--- src/rtl/fp16_mul_arbiter.sv ---
// Round-robin front end that shares one fixed-latency FP16 multiplier among NUM_REQ
// requesters, tracks in-flight tags and holds each result until the owner acks it.
module fp16_mul_arbiter #(
    parameter int unsigned NUM_REQ     = 4,
    parameter int unsigned MUL_LATENCY = 3,
    parameter int unsigned TAG_W       = 2
) (
    input  logic                    clk,
    input  logic                    rst,
    input  logic [NUM_REQ-1:0]      req_valid,
    input  logic [16*NUM_REQ-1:0]   req_a,
    input  logic [16*NUM_REQ-1:0]   req_b,
    output logic [NUM_REQ-1:0]      req_ready,
    output logic                    mul_valid,
    output logic [15:0]             mul_a,
    output logic [15:0]             mul_b,
    input  logic [15:0]             mul_result,
    input  logic [4:0]              mul_flags,
    output logic [NUM_REQ-1:0]      rsp_valid,
    output logic [16*NUM_REQ-1:0]   rsp_data,
    output logic [5*NUM_REQ-1:0]    rsp_flags,
    input  logic [NUM_REQ-1:0]      rsp_ack,
    output logic [TAG_W:0]          busy_count
);

    localparam int unsigned DATA_W = 16;
    localparam int unsigned FLAG_W = 5;
    localparam int unsigned CNT_W  = TAG_W + 1;

    logic [MUL_LATENCY-1:0] pipe_vld;
    logic [TAG_W-1:0]       pipe_tag [MUL_LATENCY];
    logic [NUM_REQ-1:0]     inflight;
    logic [NUM_REQ-1:0]     inflight_nxt;
    logic [NUM_REQ-1:0]     rsp_valid_nxt;
    logic [NUM_REQ-1:0]     busy;
    logic [NUM_REQ-1:0]     eligible;
    logic [NUM_REQ-1:0]     grant;
    logic [NUM_REQ-1:0]     exit_vec;
    logic [TAG_W-1:0]       last_grant;
    logic [TAG_W-1:0]       grant_idx;
    logic                   grant_any;
    logic [CNT_W-1:0]       busy_cnt_nxt;
    int unsigned            idx;

    // Busy comes from registered state only, so an ack frees the slot one cycle later.
    assign busy     = inflight | rsp_valid;
    assign eligible = req_valid & ~busy;

    // Round-robin search starting just after the last accepted grant.
    always_comb begin
        grant     = '0;
        grant_idx = '0;
        grant_any = 1'b0;
        idx       = 0;
        for (int unsigned k = 0; k < NUM_REQ; k++) begin
            idx = (32'(last_grant) + k + 32'd1) % NUM_REQ;
            if (!grant_any && !rst && eligible[TAG_W'(idx)]) begin
                grant_any = 1'b1;
                grant_idx = TAG_W'(idx);
            end
        end
        if (grant_any) grant[grant_idx] = 1'b1;
    end

    assign req_ready = grant;
    assign mul_valid = grant_any;

    always_comb begin
        mul_a = '0;
        mul_b = '0;
        for (int unsigned k = 0; k < NUM_REQ; k++) begin
            if (grant[k]) begin
                mul_a = req_a[k*DATA_W +: DATA_W];
                mul_b = req_b[k*DATA_W +: DATA_W];
            end
        end
    end

    // Per-requester next state: accept sets inflight, tag exit moves it to the response slot.
    always_comb begin
        exit_vec = '0;
        if (pipe_vld[MUL_LATENCY-1]) exit_vec[pipe_tag[MUL_LATENCY-1]] = 1'b1;
        inflight_nxt  = (inflight | grant) & ~exit_vec;
        rsp_valid_nxt = (rsp_valid & ~rsp_ack) | exit_vec;
        busy_cnt_nxt  = '0;
        for (int unsigned k = 0; k < NUM_REQ; k++) begin
            busy_cnt_nxt = busy_cnt_nxt + CNT_W'(inflight_nxt[k] | rsp_valid_nxt[k]);
        end
    end

    always_ff @(posedge clk) begin
        if (rst) begin
            pipe_vld   <= '0;
            for (int unsigned s = 0; s < MUL_LATENCY; s++) pipe_tag[s] <= '0;
            inflight   <= '0;
            rsp_valid  <= '0;
            rsp_data   <= '0;
            rsp_flags  <= '0;
            last_grant <= TAG_W'(NUM_REQ - 1);
            busy_count <= '0;
        end else begin
            pipe_vld[0] <= grant_any;
            pipe_tag[0] <= grant_idx;
            for (int unsigned s = 1; s < MUL_LATENCY; s++) begin
                pipe_vld[s] <= pipe_vld[s-1];
                pipe_tag[s] <= pipe_tag[s-1];
            end
            inflight   <= inflight_nxt;
            rsp_valid  <= rsp_valid_nxt;
            busy_count <= busy_cnt_nxt;
            if (grant_any) last_grant <= grant_idx;
            for (int unsigned k = 0; k < NUM_REQ; k++) begin
                if (exit_vec[k]) begin
                    rsp_data[k*DATA_W +: DATA_W]  <= mul_result;
                    rsp_flags[k*FLAG_W +: FLAG_W] <= mul_flags;
                end
            end
        end
    end

endmodule

--- config.mk ---
export PLATFORM = sky130hd
export DESIGN_NAME = fp16_mul_arbiter
export DESIGN_NICKNAME = d
export VERILOG_FILES = /design/src/rtl/fp16_mul_arbiter.sv
export SDC_FILE = /design/constraint.sdc
export NUM_CORES = 1
export LEC_CHECK = 0
export CAP_MARGIN = 25
export CORE_MARGIN = 3
export CORE_UTILIZATION = 39
export CTS_CLUSTER_DIAMETER = 100
export DETAILED_ROUTE_END_ITERATION = 12
export GPL_TIMING_DRIVEN = 0
export PLACE_DENSITY_LB_ADDON = 0.05
export SKIP_LAST_GASP = 1
export SLEW_MARGIN = 25
export SYNTH_ARGS = -nofsm -noshare
export SYNTH_HDL_FRONTEND = slang
export SYNTH_SLANG_ARGS = --single-unit
--- constraint.sdc ---
create_clock -name clk -period 4.3 [get_ports clk]
set_input_delay 0.645 -clock clk [delete_from_list [all_inputs] [get_ports clk]]
set_output_delay 0.645 -clock clk [all_outputs]
set_load 0.02 [all_outputs]
Word-level counts from Yosys, hierarchy flattened
Memories as Yosys holds them, arrays and structs flattened.
Cells that the tools add are included.
Cells by class
  $lt $le $gt $ge: 8
  mux-type cells: 36
  $add $sub $neg: 9
  bitwise logic cells: 16
  reduce and logical (&&, ||, !) cells: 13
Operators by type and width (count)
  2-to-1 mux 16 bit: 8
  < comparator 2 x 3 -> 1 bit, second input constant: 6
  2-to-1 mux 2 bit: 7
  2-to-1 mux 1 bit: 13
  AND 4 bit: 3
  inverter 4 bit: 3
  bitwise OR 4 bit: 3
  logical AND 1 bit: 9
  adder 2 x 1 -> 2 bit, second input constant: 4
  binary-select mux 1 bit (select 2 bit): 4
  2-to-1 mux 4 bit: 2
  bitwise OR 1 bit: 7
  adder 2 bit, second input constant: 2
  demux 1 bit (select 2 bit): 2
  >= comparator 2 x 1 -> 1 bit, second input constant: 2
  logical NOT 1 bit: 4
  adder 2 x 1 -> 3 bit: 1
  adder 3 x 1 -> 3 bit: 1
  adder 1 x 1 -> 2 bit: 1
Storage, ports and cells
  output and inout bits: 128
  memories: 1
  input bits: 159
  register bits: 100
  word-level logic and storage cells: 96
  bits in writable memories: 6
Memories
  pipe_tag: words 3, bits a word 2, read ports 3, clocked after Yosys merged registers in 0, write ports 3, line 31  | logic [TAG_W-1:0] pipe_tag [MUL_LATENCY];

Depth between registers and ports, before layout
Gate-level depths: netlist (run 1).
  word-level depth: 30
  depth in mapped cells: 14
  depth with buffers taken out: 11

Least setup slack after synthesis (run 1)
No wires, ideal clock.
  kind: input to register
  start: input req_valid[1]
  end: register busy_count[1]
  slack: 0.429 ns
  setup time: 0.128 ns
  required time: 4.172 ns
  data arrival time: 3.743 ns
  cell stages on the path: 12
  path buffers: 1
  path through: or4bb_1 a211oi_2 a31oi_1 a211o_1 a221oi_2 buf_6 nor2_2 or3b_1 fa_1 ha_1 ha_1 nor2b_1
On the way
  longest elaborated chain between the ends: 28
  elaborated cells on any way between the ends: 42
  classes of those cells: add/sub (3); order compare (2); mux (19); bitwise (7); reduce/logical (11)
Ends and longest elaborated chain
  from (decl): line 10  | input logic [NUM_REQ-1:0] req_valid,
  AND 4 bit (*): line 47  | assign eligible = req_valid & ~busy;
  binary-select mux 1 bit (select 2 bit): line 57  | if (!grant_any && !rst && eligible[TAG_W'(idx)]) begin
  2-to-1 mux 1 bit (implied by the code): line 57
  logical AND 1 bit: line 57
  2-to-1 mux 1 bit: line 57
  logical NOT 1 bit: line 57
  logical AND 1 bit (2 in series): line 57
  2-to-1 mux 1 bit: line 57
  [... 13 more ...]
  net req_ready[0]: line 13  | output logic [NUM_REQ-1:0] req_ready,
  bitwise OR 4 bit (*): line 83  | inflight_nxt = (inflight | grant) & ~exit_vec;
  AND 4 bit (*): line 83
  bitwise OR 1 bit (*): line 87  | busy_cnt_nxt = busy_cnt_nxt + CNT_W'(inflight_nxt[k] | rsp_valid_nxt[k]);
  adder 1 x 1 -> 2 bit (*): line 87
  adder 2 x 1 -> 3 bit (*): line 87
  adder 3 x 1 -> 3 bit (*): line 87
  net busy_cnt_nxt[1]: line 42  | logic [CNT_W-1:0] busy_cnt_nxt;
  to (signal assigned): line 110  | busy_count <= busy_cnt_nxt;
  to (decl): line 23  | output logic [TAG_W:0] busy_count
The timed path passes the listed nets; every way through them passes the cells marked *. The select of a mux whose other input is x is not followed.
A chain may end at the register's enable or synchronous reset.

Worst setup path in the final report (run 1)
  start: input req_valid[3]
  end: output mul_a[15]
On the way
  longest elaborated chain between the ends: 26
  elaborated cells on any way between the ends: 37
  classes of those cells: order compare (2); mux (23); bitwise (1); reduce/logical (11)
Ends and longest elaborated chain
  AND 4 bit (*): line 47
  binary-select mux 1 bit (select 2 bit): line 57
  2-to-1 mux 1 bit (implied by the code): line 57
  logical AND 1 bit: line 57
  2-to-1 mux 1 bit: line 57
  logical NOT 1 bit: line 57
  logical AND 1 bit (2 in series): line 57
  2-to-1 mux 1 bit: line 57
  [... 7 more ...]
  2-to-1 mux 2 bit: line 57
  < comparator 2 x 3 -> 1 bit (implied by the code) / >= comparator 2 x 1 -> 1 bit (equally long branches): line 62  | if (grant_any) grant[grant_idx] = 1'b1;
  logical AND 1 bit (implied by the code): line 62
  2-to-1 mux 1 bit (implied by the code): line 62
  demux 1 bit (select 2 bit): line 62
  2-to-1 mux 4 bit (*): line 62
  2-to-1 mux 16 bit (3 in series): line 72  | if (grant[k]) begin
  2-to-1 mux 16 bit (*): line 72
  to (decl): line 15  | output logic [15:0] mul_a,
Mark *: on every way between the ends. The rest lies on a longest branch, timed or not. The select of a mux whose other input is x is not followed.

==> metrics.csv, run 1 <==
stage,metric,value,unit
run_status,outcome,"complete, no violations",
clock_network,cts-root-buf,clkbuf_16,
sta,max_slew_margin,0.5227,
power_and_ir_drop,p_total,0.005553,W
floorplan,coreArea,12770,sq um
placement,placed_cell_area,8207,sq um
placement,io_buffers,285,
yosys,yosysUniqueCellTypes,48,
worst_setup_path,slowest_delay,450,ps
worst_setup_path,critical_path_peak_fanout,8,
floorplan,io_pins,287,
sta,finalCriticalPeriod,4253,ps
floorplan,rows,41,
clock_network,h-tree-depth,3,
grt,grt_max_degree,20,
sta,timing.final.hold_violations,0,
worst_setup_path,crit_path_frequent_cell,buf_4,
worst_setup_path,end_kind,output pin,
sta,final_max_slew_viol_count,0,
clock_network,cts_tree,built,
layout,antenna_cells,0,
worst_setup_path,critPathBufInv,5,
worst_setup_path,crit_arrival,3610,ps
yosys,synth_seq_cells,106,
layout,multi_input_area,2939,sq um
clock_network,insertion_delay,350,ps
worst_setup_path,cpMaxStageDelayCell,clkdlybuf4s50_1,
clock_network,cts_hold_buffers,0,
placement,hpwl,15330,microns
routing,dr.pass1.iters,5,
routing,wl_per_cell,18.32,microns
yosys,synth_ff_type,dfxtp_1,
routing,post-route-drc-count,0,
yosys,synth-edff-count,0,
yosys,yosys_warnings,0,
sta,setup_viol,0,
layout,fillers,996,
clock_network,numCtsBuffers,9,
yosys,syn-cell-area,5139,sq um
routing,num_vias,5566,
layout,fin_area,8770,sq um
layout,regArea,2122,sq um
grt,grt_usage,0.2515,
worst_setup_path,start_kind,input pin,
yosys,yosysSeqAreaShare,0.4130,
routing,totalWireLength,19640,microns
yosys,synthCells,590,
worst_setup_path,cp.required,3650,ps
floorplan,die_w,120.8,microns
grt,grt-ovfl-total,0,
grt,antenna_found_initial,0,
routing,ant_nets,0,
clock_network,clk_pin_slew_worst_paths,70,ps
layout,final_nets,1057,
placement,gp_congestion,0.8270,
sta,fin_crit_sh,0.9891,
power_and_ir_drop,p_per_area,633.2,nW/um^2
sta,fmax,235.1,MHz
layout,drive_gt1_frac,0.1722,
floorplan,start_util,0.4023,
sta,clock_skew,8.531,ps
layout,synthToLayoutAreaGrowth,70.66,%
grt,grt_pass1_wl,28880,microns
floorplan,die_y,120.8,microns
sta,worstMarginPinSlew,715.9,ps
job,maxCapViolCount,0,
routing,viasPerCell,5.192,
yosys,synthArstFlopShare,0,
worst_setup_path,crit_family,buffers and inverters,
power_and_ir_drop,p_leak,3.205,nW
yosys,syn-num-nets,752,
power_and_ir_drop,ir_worst_vdd,413.8,uV
min_path,hp-class,register to register,
grt,grt_pass1_vias,5352,
worst_setup_path,cp_cell_sequence,clkdlybuf4s50_1 > nor3b_2 > a2111oi_2 > a311oi_1 > buf_4 > a211o_1 > a221oi_2 > buf_6 > clkbuf_16 > mux2i_4 > o22ai_2 > buf_4,
yosys,syn_avg_cell_area,8.710,sq um
routing,drt_iter0_markers,440,
clock_network,clk_path_buf_depth,2,
floorplan,dieArea,14590,sq um
clock_network,clock_sinks,106,
worst_setup_path,worstSetupPathType,input pin to output pin,
layout,final_util,0.6866,
-- flip-flops by register name, indices dropped and copies added (netlist names) --
register / cells
rsp_data: 64
rsp_flags: 20
pipe_tag: 6
inflight: 4
rsp_valid: 4
busy_count: 3
pipe_vld: 3
last_grant: 2
-- synth_stat cells, types with 3 or more instances --
cell type,count,area share
buf_2,4,0.0039
nor2b_1,9,0.011
nand2_1,171,0.12
mux2i_1,64,0.12
buf_6,3,0.0066
o22ai_2,32,0.078
nor2_1,8,0.0058
buf_12,4,0.016
nor3b_1,5,0.0073
buf_1,4,0.0029
clkbuf_1,30,0.022
dfxtp_1,106,0.41
a211oi_1,3,0.0044
inv_1,9,0.0066
or3b_1,3,0.0051
a211o_1,4,0.0068
a21oi_1,90,0.088
-- report_power, final --
part	leakage, nW	switching, W	internal (W)
Clock	0.144	0.000388	0.000422
Sequential	0.859	0.0000781	0.00107
Combinational	2.20	0.00184	0.00175
-- timing repair --
item | 4_1_cts | 5_1_grt
endpoints found under the hold margin | 0 | 0
pin swaps | 4 | 8
resized for setup | 127 | 73
endpoints found under the setup margin | 38 | 39
gates cloned | 1 | 3
buffers inserted | 2 | 4
-- layer usage --
metal  wire, microns  track usage  up-vias
met4             400      0.06445        0
met5               0            0        -
met3            1739      0.06127       31
li1                -            -     2641
met2            9597       0.4324      271
met1            7906       0.3163     2623
-- through the flow --
step	TNS [ps]	std cells	hold WS, ps	setup slack, ps
floorplan	0	590	413.8	428.6
global placement	-17290	1047	420.1	-545.4
detailed placement	-19190	1047	423.9	-581.8
CTS	-188.4	1066	442.7	-81.11
global route	-71.53	1072	465.0	-11.00
finish	0	1072	440.3	46.88
-- worst paths after layout --
check                               to  slack [ps]  depth (start not counted)                  startpoint
max                          mul_a[15]          50                         12                req_valid[3]
min          pipe_tag[0][3]$_SDFF_PP0_         440                          1   pipe_tag[0][1]$_SDFF_PP0_
max reg2reg   busy_count[1]$_SDFF_PP0_         220                         14  last_grant[0]$_SDFFE_PP1P_
min reg2reg  pipe_tag[0][3]$_SDFF_PP0_         440                          1   pipe_tag[0][1]$_SDFF_PP0_
-- cell usage in the layout, fill, tap and decap left out, drive strengths merged, types with 5 or more instances in the layout --
cell,instances
a21oi,90
buf,54
clkbuf,44
clkdlybuf4s50,249
dfxtp,106
inv,11
mux2i,64
nand2,171
nor2,10
nor2b,9
nor3b,5
o22ai,32
or3b,5
-- cell type report --
cell class / instances / share of cell area
inverter: 9 / 0.003852
tap: 172 / 0.02454
clock buffer: 10 / 0.02725
multi-input combinational: 428 / 0.3351
timing repair buffer: 295 / 0.3244
buffer: 46 / 0.03581
sequential: 106 / 0.2420
clock inverter: 6 / 0.006991
-- logic make-up after synthesis --
kind of cell	Yosys count	share of synthesized area
multiplexers	65	0.1269
AO/OA/AOI/OAI	139	0.1950
buffers and inverters	56	0.06331
flip-flops	106	0.4130
AND/OR/NAND/NOR	221	0.1931
adder cells (fa/ha/maj)	3	0.008765
Note: power is estimated with default switching activity, not from simulation.
==> run 2: changes to the inputs <==
Settings changed: CORE_ASPECT_RATIO set to 1.2.
==> run 2 against run 1 <==
Worst setup slack improved by 50 ps. Combinational power fell by 10%. Global-route usage fell by 0.46 points. Critical endpoint is now busy_count[1]$_SDFF_PP0_. Flip-flop and latch count did not move. Total power fell by 6.2%.
==> metrics.csv, run 2 (same netlist as run 1, synthesis figures left out) <==
stage,metric,value,unit,change
sta,setup_tns,0,ps,unchanged
worst_setup_path,crit-reg2reg-launch,last_grant[0]$_SDFFE_PP1P_,,
clock_network,clk_path_buf_depth,2,,unchanged
layout,drive_gt1_frac,0.1378,,-0.03444
clock_network,numCtsBuffers,9,,unchanged
min_path,hp-class,register to register,,
sta,finalCriticalPeriod,4203,ps,-49.73 ps
sta,final_max_slew_viol_count,0,,unchanged
min_path,min_to,pipe_tag[0][5]$_SDFF_PP0_,,
clock_network,cts_tree,built,,
worst_setup_path,rrSetupSlack,330,ps,+110 ps
placement,gp_congestion,0.9457,,+14%
power_and_ir_drop,p_total,0.005210,W,-6.2%
grt,grt_pass1_wl,29300,microns,+1.4%
routing,viasPerCell,5.108,,-1.6%
layout,antenna_cells,0,,unchanged
floorplan,rows,45,,+9.8%
placement,place_ws,-496.5,ps,+85.27 ps
grt,grt_max_degree,18,,-10%
clock_network,h-tree-depth,3,,unchanged
power_and_ir_drop,p_per_area,608.0,nW/um^2,-4.0%
clock_network,clock_sinks,106,,unchanged
routing,wl_per_cell,17.74,microns,-3.2%
layout,final_cell_mix,"clkdlybuf4s50_1, nand2_1, dfxtp_1",,
clock_network,clk_pin_slew_worst_paths,70,ps,about the same
worst_setup_path,end_kind,register,,
power_and_ir_drop,ir_worst_vdd,430.5,uV,+4.0%
clock_network,cts_hold_buffers,0,,unchanged
worst_setup_path,r2r_cells,13,,-1
grt,grt_usage,0.2469,,-0.004585
sta,timing.final.hold_violations,0,,unchanged
power_and_ir_drop,p_leak,3.148,nW,-1.8%
worst_setup_path,crit_arrival,4420,ps,+810 ps
routing,drt_iter0_markers,275,,-38%
sta,worstMarginPinSlew,715.9,ps,-0.03707 ps
run_status,outcome,"complete, no violations",,
routing,totalWireLength,18880,microns,-3.9%
layout,final_util,0.6705,,-0.01607
floorplan,coreArea,12780,sq um,about the same
min_path,hold_start,pipe_tag[0][3]$_SDFF_PP0_,,
layout,synthToLayoutAreaGrowth,66.76,%,
clock_network,cts-root-buf,clkbuf_16,,
placement,io_buffers,285,,unchanged
min_path,hold_depth,1,,unchanged
floorplan,die_y,131.7,microns,+9.1%
worst_setup_path,worstSetupPathType,input pin to register,,
worst_setup_path,rr_endpoint,busy_count[1]$_SDFF_PP0_,,
placement,placed_cell_area,8197,sq um,-0.12%
grt,grt-ovfl-total,0,,unchanged
layout,largestRegisters,"rsp_data: 64 flops, rsp_flags: 20 flops, pipe_tag: 6 flops",,
sta,fin_ws,96.61,ps,+49.73 ps
placement,hpwl,15470,microns,+0.91%
routing,ant_nets,0,,unchanged
sta,fin_crit_sh,0.9775,,-0.01157
layout,fillers,1053,,+5.7%
sta,rsz0062_at_grt,yes,,
layout,final_nets,1057,,unchanged
worst_setup_path,cp.required,4510,ps,+860 ps
job,maxCapViolCount,0,,unchanged
worst_setup_path,critical_path_peak_fanout,8,,unchanged
routing,num_vias,5435,,-2.4%
sta,clock_skew,5.470,ps,-3.062 ps
sta,fmax,237.9,MHz,+1.2%
routing,dr.pass1.iters,4,,-1
grt,antenna_found_initial,0,,unchanged
grt,grt_pass1_vias,5534,,+3.4%
routing,post-route-drc-count,0,,unchanged
floorplan,dieArea,14590,sq um,about the same
sta,setup_viol,0,,unchanged
layout,fin_area,8569,sq um,-2.3%
clock_network,insertion_delay,340,ps,about the same
layout,final_common_cell,clkdlybuf4s50_1,,
layout,largest_reg_flops,64,,unchanged
worst_setup_path,start_kind,input pin,,
floorplan,die_w,110.8,microns,-8.3%
floorplan,io_pins,287,,unchanged
sta,max_slew_margin,0.5227,,about the same
layout,top_register,rsp_data,,
floorplan,start_util,0.4021,,about the same
## run 2: what timing repair did
item,in CTS,in global routing
setup buffers,5,4
gates resized for setup,127,14
endpoints found under the setup margin,37,37
pin swaps,6,8
## run 2: worst max-delay path, stage by stage
cell             delay (ps)
clkdlybuf4s50_1         480
nor3b_4                 270
a211oi_2                130
or3_1                   380
a211o_1                 320
a221oi_2                280
buf_6                   210
buf_4                   140
nor2_2                   60
or3b_4                  390
fa_1                    500
ha_1                    220
ha_1                    270
nor2b_1                 130
## run 2: power by group
group          switching, W  internal [W]  total [W]
Sequential        0.0000732       0.00107    0.00114
Combinational       0.00169       0.00155    0.00324
Clock              0.000357      0.000471   0.000827
## run 2: how the worst max path moves through the flow
stage                      start  slack (ps)                  endpoint
detailed placement  req_valid[3]        -500  busy_count[1]$_SDFF_PP0_
floorplan           req_valid[1]         430  busy_count[1]$_SDFF_PP0_
finish              req_valid[2]         100  busy_count[1]$_SDFF_PP0_
CTS                 req_valid[3]         -50                 mul_a[12]
global route        req_valid[2]         -20  busy_count[1]$_SDFF_PP0_
global placement    req_valid[3]        -410                  mul_b[5]
## run 2: metrics by stage
step	hold WS, ps	instances
finish	440.5	1064
floorplan	413.8	590
global route	465.2	1064
global placement	418.0	1039
detailed placement	428.7	1039
CTS	443.8	1060
## run 2: per-layer routing
layer	track usage	vias to the layer above	share of wire
li1	-	2631	-
met1	0.2684	2551	0.37
met2	0.4771	231	0.55
met3	0.04913	22	0.063
met4	0.07392	0	0.016
met5	0	-	0
## run 2: final cells by class
cell class,count,area (sq um),area share
Multi-Input combinational cell,428,2779,0.3243
Sequential cell,106,2122,0.2476
Clock buffer,11,242.7,0.02833
Clock inverter,5,62.56,0.007300
Timing Repair Buffer,294,2825,0.3297
Buffer,47,299.0,0.03490
Tap cell,164,205.2,0.02395
Inverter,9,33.78,0.003942
